--- config.mk ---
export PLATFORM = sky130hd
export DESIGN_NAME = uart_transmitter
export DESIGN_NICKNAME = d
export VERILOG_FILES = /design/src/rtl/uart_pkg.sv /design/src/rtl/uart_baud_gen.sv /design/src/rtl/uart_transmitter.sv
export SDC_FILE = /design/constraint.sdc
export NUM_CORES = 1
export LEC_CHECK = 0
export BUFFER_PORTS_ARGS = -buffer_cell sky130_fd_sc_hd__buf_4
export CORE_AREA = 2 2 54 56
export CTS_CLUSTER_SIZE = 24
export DETAILED_ROUTE_END_ITERATION = 10
export DIE_AREA = 0 0 56 58
export PLACE_DENSITY = 0.8
export REMOVE_ABC_BUFFERS = 1
export SKIP_CTS_REPAIR_TIMING = 1
export SLEW_MARGIN = 20
export SYNTH_ARGS = -nofsm -noshare
export SYNTH_HDL_FRONTEND = slang
export SYNTH_SLANG_ARGS = --single-unit
--- constraint.sdc ---
create_clock -name clk -period 5.69 [get_ports clk]
set_input_delay 0.2845 -clock clk [delete_from_list [all_inputs] [get_ports clk]]
set_output_delay 0.2845 -clock clk [all_outputs]
set_load 0.01 [all_outputs]
--- src/rtl/uart_pkg.sv ---
`default_nettype none
// ============================================================================
// Module      : uart_pkg
// Description : Shared UART definitions: state encoding, data width and the
//               baud tick calculation used by both transmitter and receiver.
// Revision    : 1.0 - initial release
// ============================================================================
package uart_pkg;

  // Frame sequencer states; PARITY is reachable only in the parity build.
  typedef enum logic [2:0] {
    IDLE   = 3'd0,
    START  = 3'd1,
    DATA   = 3'd2,
    PARITY = 3'd3,
    STOP   = 3'd4
  } uart_state_e;

  localparam int DATA_BITS = 8;

  // Clocks per serial bit, truncated toward zero.
  function automatic int baud_tick_calc(input int clk_freq, input int baud_rate);
    return clk_freq / baud_rate;
  endfunction

endpackage
`default_nettype wire

--- src/rtl/uart_baud_gen.sv ---
`default_nettype none
// ============================================================================
// Module      : uart_baud_gen
// Description : Bit-period timer. Counts 0..BAUD_TICK-1 while enabled and
//               flags the last cycle of each bit period with bit_end_o.
//               clear_i restarts the period from zero.
// Revision    : 1.0 - initial release
// ============================================================================
module uart_baud_gen #(
  parameter int BAUD_TICK = 10
) (
  input  logic clk,
  input  logic rst_n,
  input  logic clear_i,
  input  logic enable_i,
  output logic bit_end_o
);

  localparam int CNT_W = (BAUD_TICK > 1) ? $clog2(BAUD_TICK) : 1;
  localparam logic [CNT_W-1:0] LAST = CNT_W'(BAUD_TICK - 1);

  logic [CNT_W-1:0] cnt_q;
  logic [CNT_W-1:0] cnt_d;

  // Next count: clear wins, otherwise wrap at the end of each bit period.
  always_comb begin
    cnt_d = cnt_q;
    if (clear_i) begin
      cnt_d = '0;
    end else if (enable_i) begin
      cnt_d = (cnt_q == LAST) ? '0 : cnt_q + CNT_W'(1);
    end
  end

  // Counter register.
  always_ff @(posedge clk or negedge rst_n) begin
    if (!rst_n) begin
      cnt_q <= '0;
    end else begin
      cnt_q <= cnt_d;
    end
  end

  assign bit_end_o = enable_i && !clear_i && (cnt_q == LAST);

endmodule
`default_nettype wire

--- src/rtl/uart_transmitter.sv ---
`default_nettype none
// ============================================================================
// Module      : uart_transmitter
// Description : UART transmitter, 8N1 by default. Accepts a byte on a
//               valid/ready handshake and shifts it out LSB first with a
//               start and stop bit. tx is driven from a register.
//               Build option: define UART_TX_PARITY_EN to insert a parity
//               bit (even, or odd when PARITY_ODD = 1) after the last data bit.
// Revision    : 1.0 - initial release
// ============================================================================
module uart_transmitter
  import uart_pkg::*;
#(
  parameter int CLK_FREQ   = 100_000_000,
  parameter int BAUD_RATE  = 9600,
  parameter int BAUD_TICK  = baud_tick_calc(CLK_FREQ, BAUD_RATE),
  parameter int PARITY_ODD = 0
) (
  input  logic       clk,
  input  logic       rst_n,
  input  logic [7:0] tx_data,
  input  logic       tx_valid,
  output logic       tx_ready,
  output logic       tx,
  output logic       tx_busy,
  output logic       tx_done
);

  localparam logic [2:0] LAST_BIT = 3'(DATA_BITS - 1);

  uart_state_e          state_q, state_d;
  logic [DATA_BITS-1:0] shift_q, shift_d;
  logic [2:0]           bit_cnt_q, bit_cnt_d;
  logic                 tx_q, tx_d;
  logic                 done_q, done_d;

  logic accept;
  logic bit_end;
  logic parity_bit;

  assign accept = tx_valid && (state_q == IDLE);

  uart_baud_gen #(
    .BAUD_TICK (BAUD_TICK)
  ) u_baud_gen (
    .clk       (clk),
    .rst_n     (rst_n),
    .clear_i   (accept),
    .enable_i  (state_q != IDLE),
    .bit_end_o (bit_end)
  );

`ifdef UART_TX_PARITY_EN
  // Unshifted copy of the accepted byte, used only for the parity bit.
  logic [DATA_BITS-1:0] data_q, data_d;

  assign data_d     = accept ? tx_data : data_q;
  assign parity_bit = (^data_q) ^ (PARITY_ODD != 0);

  // Latched-byte register for the parity calculation.
  always_ff @(posedge clk or negedge rst_n) begin
    if (!rst_n) begin
      data_q <= '0;
    end else begin
      data_q <= data_d;
    end
  end
`else
  logic unused_parity_odd;

  assign parity_bit        = 1'b1;
  assign unused_parity_odd = (PARITY_ODD != 0);
`endif

  // Frame sequencing: next state, shift register, bit counter and done pulse.
  always_comb begin
    state_d   = state_q;
    shift_d   = shift_q;
    bit_cnt_d = bit_cnt_q;
    done_d    = 1'b0;
    case (state_q)
      IDLE: begin
        if (accept) begin
          state_d   = START;
          shift_d   = tx_data;
          bit_cnt_d = '0;
        end
      end
      START: begin
        if (bit_end) begin
          state_d = DATA;
        end
      end
      DATA: begin
        if (bit_end) begin
          if (bit_cnt_q == LAST_BIT) begin
`ifdef UART_TX_PARITY_EN
            state_d = PARITY;
`else
            state_d = STOP;
`endif
            bit_cnt_d = '0;
          end else begin
            bit_cnt_d = bit_cnt_q + 3'd1;
            shift_d   = {1'b0, shift_q[DATA_BITS-1:1]};
          end
        end
      end
`ifdef UART_TX_PARITY_EN
      PARITY: begin
        if (bit_end) begin
          state_d = STOP;
        end
      end
`endif
      STOP: begin
        if (bit_end) begin
          state_d = IDLE;
          done_d  = 1'b1;
        end
      end
      default: begin
        state_d = IDLE;
      end
    endcase
  end

  // Line level for the coming cycle follows the state being entered, so tx
  // changes on the same edge as the state and never glitches.
  always_comb begin
    tx_d = 1'b1;
    case (state_d)
      START:   tx_d = 1'b0;
      DATA:    tx_d = shift_d[0];
      PARITY:  tx_d = parity_bit;
      default: tx_d = 1'b1;
    endcase
  end

  // State and datapath registers; reset returns the line to idle-high.
  always_ff @(posedge clk or negedge rst_n) begin
    if (!rst_n) begin
      state_q   <= IDLE;
      shift_q   <= '0;
      bit_cnt_q <= '0;
      tx_q      <= 1'b1;
      done_q    <= 1'b0;
    end else begin
      state_q   <= state_d;
      shift_q   <= shift_d;
      bit_cnt_q <= bit_cnt_d;
      tx_q      <= tx_d;
      done_q    <= done_d;
    end
  end

  assign tx       = tx_q;
  assign tx_done  = done_q;
  assign tx_ready = (state_q == IDLE);
  assign tx_busy  = (state_q != IDLE);

endmodule
`default_nettype wire

==> summary.md <==
| Metric | Value |
|---|---|
| Warnings, synthesis | `0` |
| Crit path launch type | `register` |
| Slew Limit Headroom | `51.68%` |
| I/O Buffers | `14` |
| Launching point of the worst reg2reg path | `u_baud_gen.cnt_q[0]$_DFFE_PN0N_` |
| Vias in the first global route | `1186` |
| Clock Skew | `0.01161 ns` |
| CP max-delay cell | `and4b_1` |
| Worst-path maximum fanout | `19` |
| HP Start | `tx_data[3]` |
| Mapped Area | `between 0.0015 and 0.002 mm²` |
| Worst path top cell family by delay | `simple AND/OR/NAND/NOR gates` |
| Initial antenna violation count | `0` |
| Vias per cell | `6.059` |
| Internal power | `between 0.2 and 0.3 mW` |
| P_sw | `about 0.08 mW` |
| Final hold violations | `0` |
| Die area | `about 0.0032 mm²` |
| Inserted Diodes | `0` |
| Leak | `0.7557 nW` |
| Commonest non-fill, non-tap cell in the layout | `dfrtp_1` |
| WL per Instance | `about 14 µm` |
| Overall power | `0.3577 mW` |
| RSZ-0062 raised after global routing | `false` |
| Max-Cap Viols | `0` |
| Core Region | `between 0.002 and 0.003 mm²` |
| Final Max Slew Viols | `0` |
| Final nets | `186` |
| Routed via count | `1236` |
| Maximum vdd ir drop | `0.2139 mV` |
| Post-synthesis sequential area ratio | `a little under half` |
| FF-to-FF End | `shift_q[6]$_DFFE_PN0P_` |
| PD cells | `just over 200 mW/mm²` |
| Share of layout cells above drive strength 1 | `19.08%` |
| Status | `finished clean` |
| Iteration-0 DRC Markers | `29` |
| Clock power frac | `37.5%` |
| Non-Filler Instances | `204` |
| Final period util | `41.23%` |
| Most frequent cells in the layout | `dfrtp_1 (29), buf_4 (14), nand2_1 (12)` |
| TritonRoute pass-1 iters | `4` |
| Combinational power share | `2.9%` |
| Post-Synthesis Mean Instance Area | `10.03 µm²` |
| FP Rows | `19` |
| Top Ports | `15` |
| CP arrival | `2.60 ns` |
| Cell chain of the critical path | `ha_1 -> and4_1 -> and4b_1 -> and3b_1 -> a22oi_1 -> o21ai_1` |
| Crit path time final | `2.346 ns` |
| Hold worst-path end | `shift_q[3]$_DFFE_PN0P_` |
| Share of the synthesized area in the top cell type | `a little under half` |
| Clk root buf | `clkbuf_4` |
| Count of final setup violators | `0` |
| Worst slew pin tran | `0.7221 ns` |
| Clock sinks | `30` |
| Reg2Reg Depth | `6` |
| Placed Area | `roughly 0.0017 mm²` |
| Fmax | `0.4262 GHz` |
| Antenna viol nets, final | `0` |
| DP HPWL | `1.987 mm` |
| Post-route cell area | `0.001747 mm²` |
| Final WL | `2.936 mm` |
| Setup TNS | `0 ns` |
| Crit path largest cell delay | `0.67 ns` |
| Sw Ratio | `between 20% and 30%` |
| Seq cells post-synth | `30` |
| Total track usage | `20.07%` |
| Global-route wire length before repair | `5.050 mm` |
| Crit. Startpoint | `u_baud_gen.cnt_q[0]$_DFFE_PN0N_` |
| Dpl cells | `195` |
| Cells after synthesis | `158` |
| Syn-to-layout area delta | `10.18%` |
| Worst-path clk slew | `0.10 ns` |
| Crit path required time | `5.94 ns` |
| Yosys top cell by area | `dfrtp_1` |
| CTS tree | `done` |
| Final GP Congestion | `0.7918` |
| Htree depth | `2` |
| Die width | `56 µm` |
| Critical Path End Type | `register` |
| CTS Buf Count | `5` |
| Worst setup path class | `register to register` |
| Reg power frac | `59.6%` |
| Clock Path Buffers | `2` |
| Gr ovfl total | `0` |
| R2R setup slack | `3.34 ns` |
| Post-layout util | `65.60%` |
| DRC viols | `0` |
| Synth unique cells | `48` |
| Die Height | `58 µm` |
| Crit path buf inv count | `0` |
| Area contributors post-synth | `dfrtp_1 (46%), nand3_1 (3.5%), o21ai_0 (3.5%), a22o_1 (3.3%), o21ai_1 (2.8%)` |
| Worst-Skew Late Latency | `0.33 ns` |
| Hold path cells | `3` |
| Number of cells on the critical path | `6` |
| Min-Delay Path Class | `primary input to register` |
| Largest net degree at the start of global routing | `31` |
| Initial Util | `approximately three fifths` |
[area by class of cell]
| class | instances | area, µm² |
|---|---|---|
| fill | 209 | 915.9 |
| sequential | 30 | 752.0 |
| multi-input combinational | 108 | 735.7 |
| inverter | 12 | 45.04 |
| clock buffer | 7 | 55.05 |
| tap | 31 | 38.79 |
| timing repair buffer | 15 | 115.1 |
| clock inverter | 1 | 5.005 |
[through the flow]
stage	worst slack [ns]	hold slack (ns)
floorplan	3.697	-0.01109
global placement	3.464	0.2266
detailed placement	3.385	0.2306
CTS	3.349	-0.1372
global route	3.142	0.1829
finish	3.344	0.1750
[cells by family (layout without fill, tap and decap cells)]
family / count (synthesis) / in the layout / share of synthesized area (%)
AND/OR/NAND/NOR: 53 / 53 / 19.81
buffers and inverters: 20 / 35 / 6.156
flip-flops: 30 / 30 / 47.44
adder cells (fa/ha/maj): 3 / 3 / 2.368
XOR/XNOR: 2 / 2 / 1.105
multiplexers: 2 / 2 / 1.342
AO/OA/AOI/OAI: 48 / 48 / 21.78
[power by group through the flow]
stage          Clock (mW)  Combinational (mW)  Sequential, mW
2_1_floorplan           0            0.000376           0.217
3_3_place_gp            0              0.0100           0.217
3_5_place_dp            0              0.0102           0.217
4_1_cts             0.136              0.0103           0.213
5_1_grt             0.145              0.0120           0.213
6_report            0.134              0.0105           0.213
[worst min-delay path, delay by kind of cell]
family / cells / cell delay (ns)
AO/OA/AOI/OAI: 2 / 0.12
buffers and inverters: 1 / 0.08
[worst max path at each step]
| stage | end | slack (ns) |
|---|---|---|
| after floorplan | shift_q[1]$_DFFE_PN0P_ | 3.70 |
| after global placement | tx$_DFF_PN1_ | 3.46 |
| after detailed placement | shift_q[5]$_DFFE_PN0P_ | 3.39 |
| after CTS | shift_q[5]$_DFFE_PN0P_ | 3.35 |
| after global routing | shift_q[2]$_DFFE_PN0P_ | 3.14 |
| final | shift_q[6]$_DFFE_PN0P_ | 3.34 |
[metal layers]
metal / up-vias / wire length, µm / global-route usage (%)
met5: - / 0 / 0
met4: 0 / 40 / 7.143
met3: 5 / 127 / 7.143
met2: 24 / 1427 / 33.28
met1: 605 / 1340 / 24.48
li1: 602 / - / -
[cell usage after synthesis (all sizes together)]
cell type and n:
a22o 6, a211oi 3, inv 12, a22oi 7
buf 6, xnor2 1, and4 1, nand4 1
and3 5, xor2 1, a32oi 1, dfrtp 29
nand4b 1, or3b 1, and3b 1, ha 3
nor2 7, or3 1, o31ai 3, and2 1
a21o 2, a311oi 1, o41ai 1, nor3 4
and4b 1, nand3 11, mux2 1, a31oi 2
nand2b 1, dfstp 1, o21ai 20, a21oi 2
nor3b 3, mux2i 1, nand2 13, clkbuf 2
nor4b 1
[state kept, by name, summed over array words and instances (netlist names)]
signal            flops
tx                    1
shift_q               8
tx_done               1
bit_cnt_q             3
u_baud_gen.cnt_q     14
state_q               3
Power figures use the tool's default switching activity.
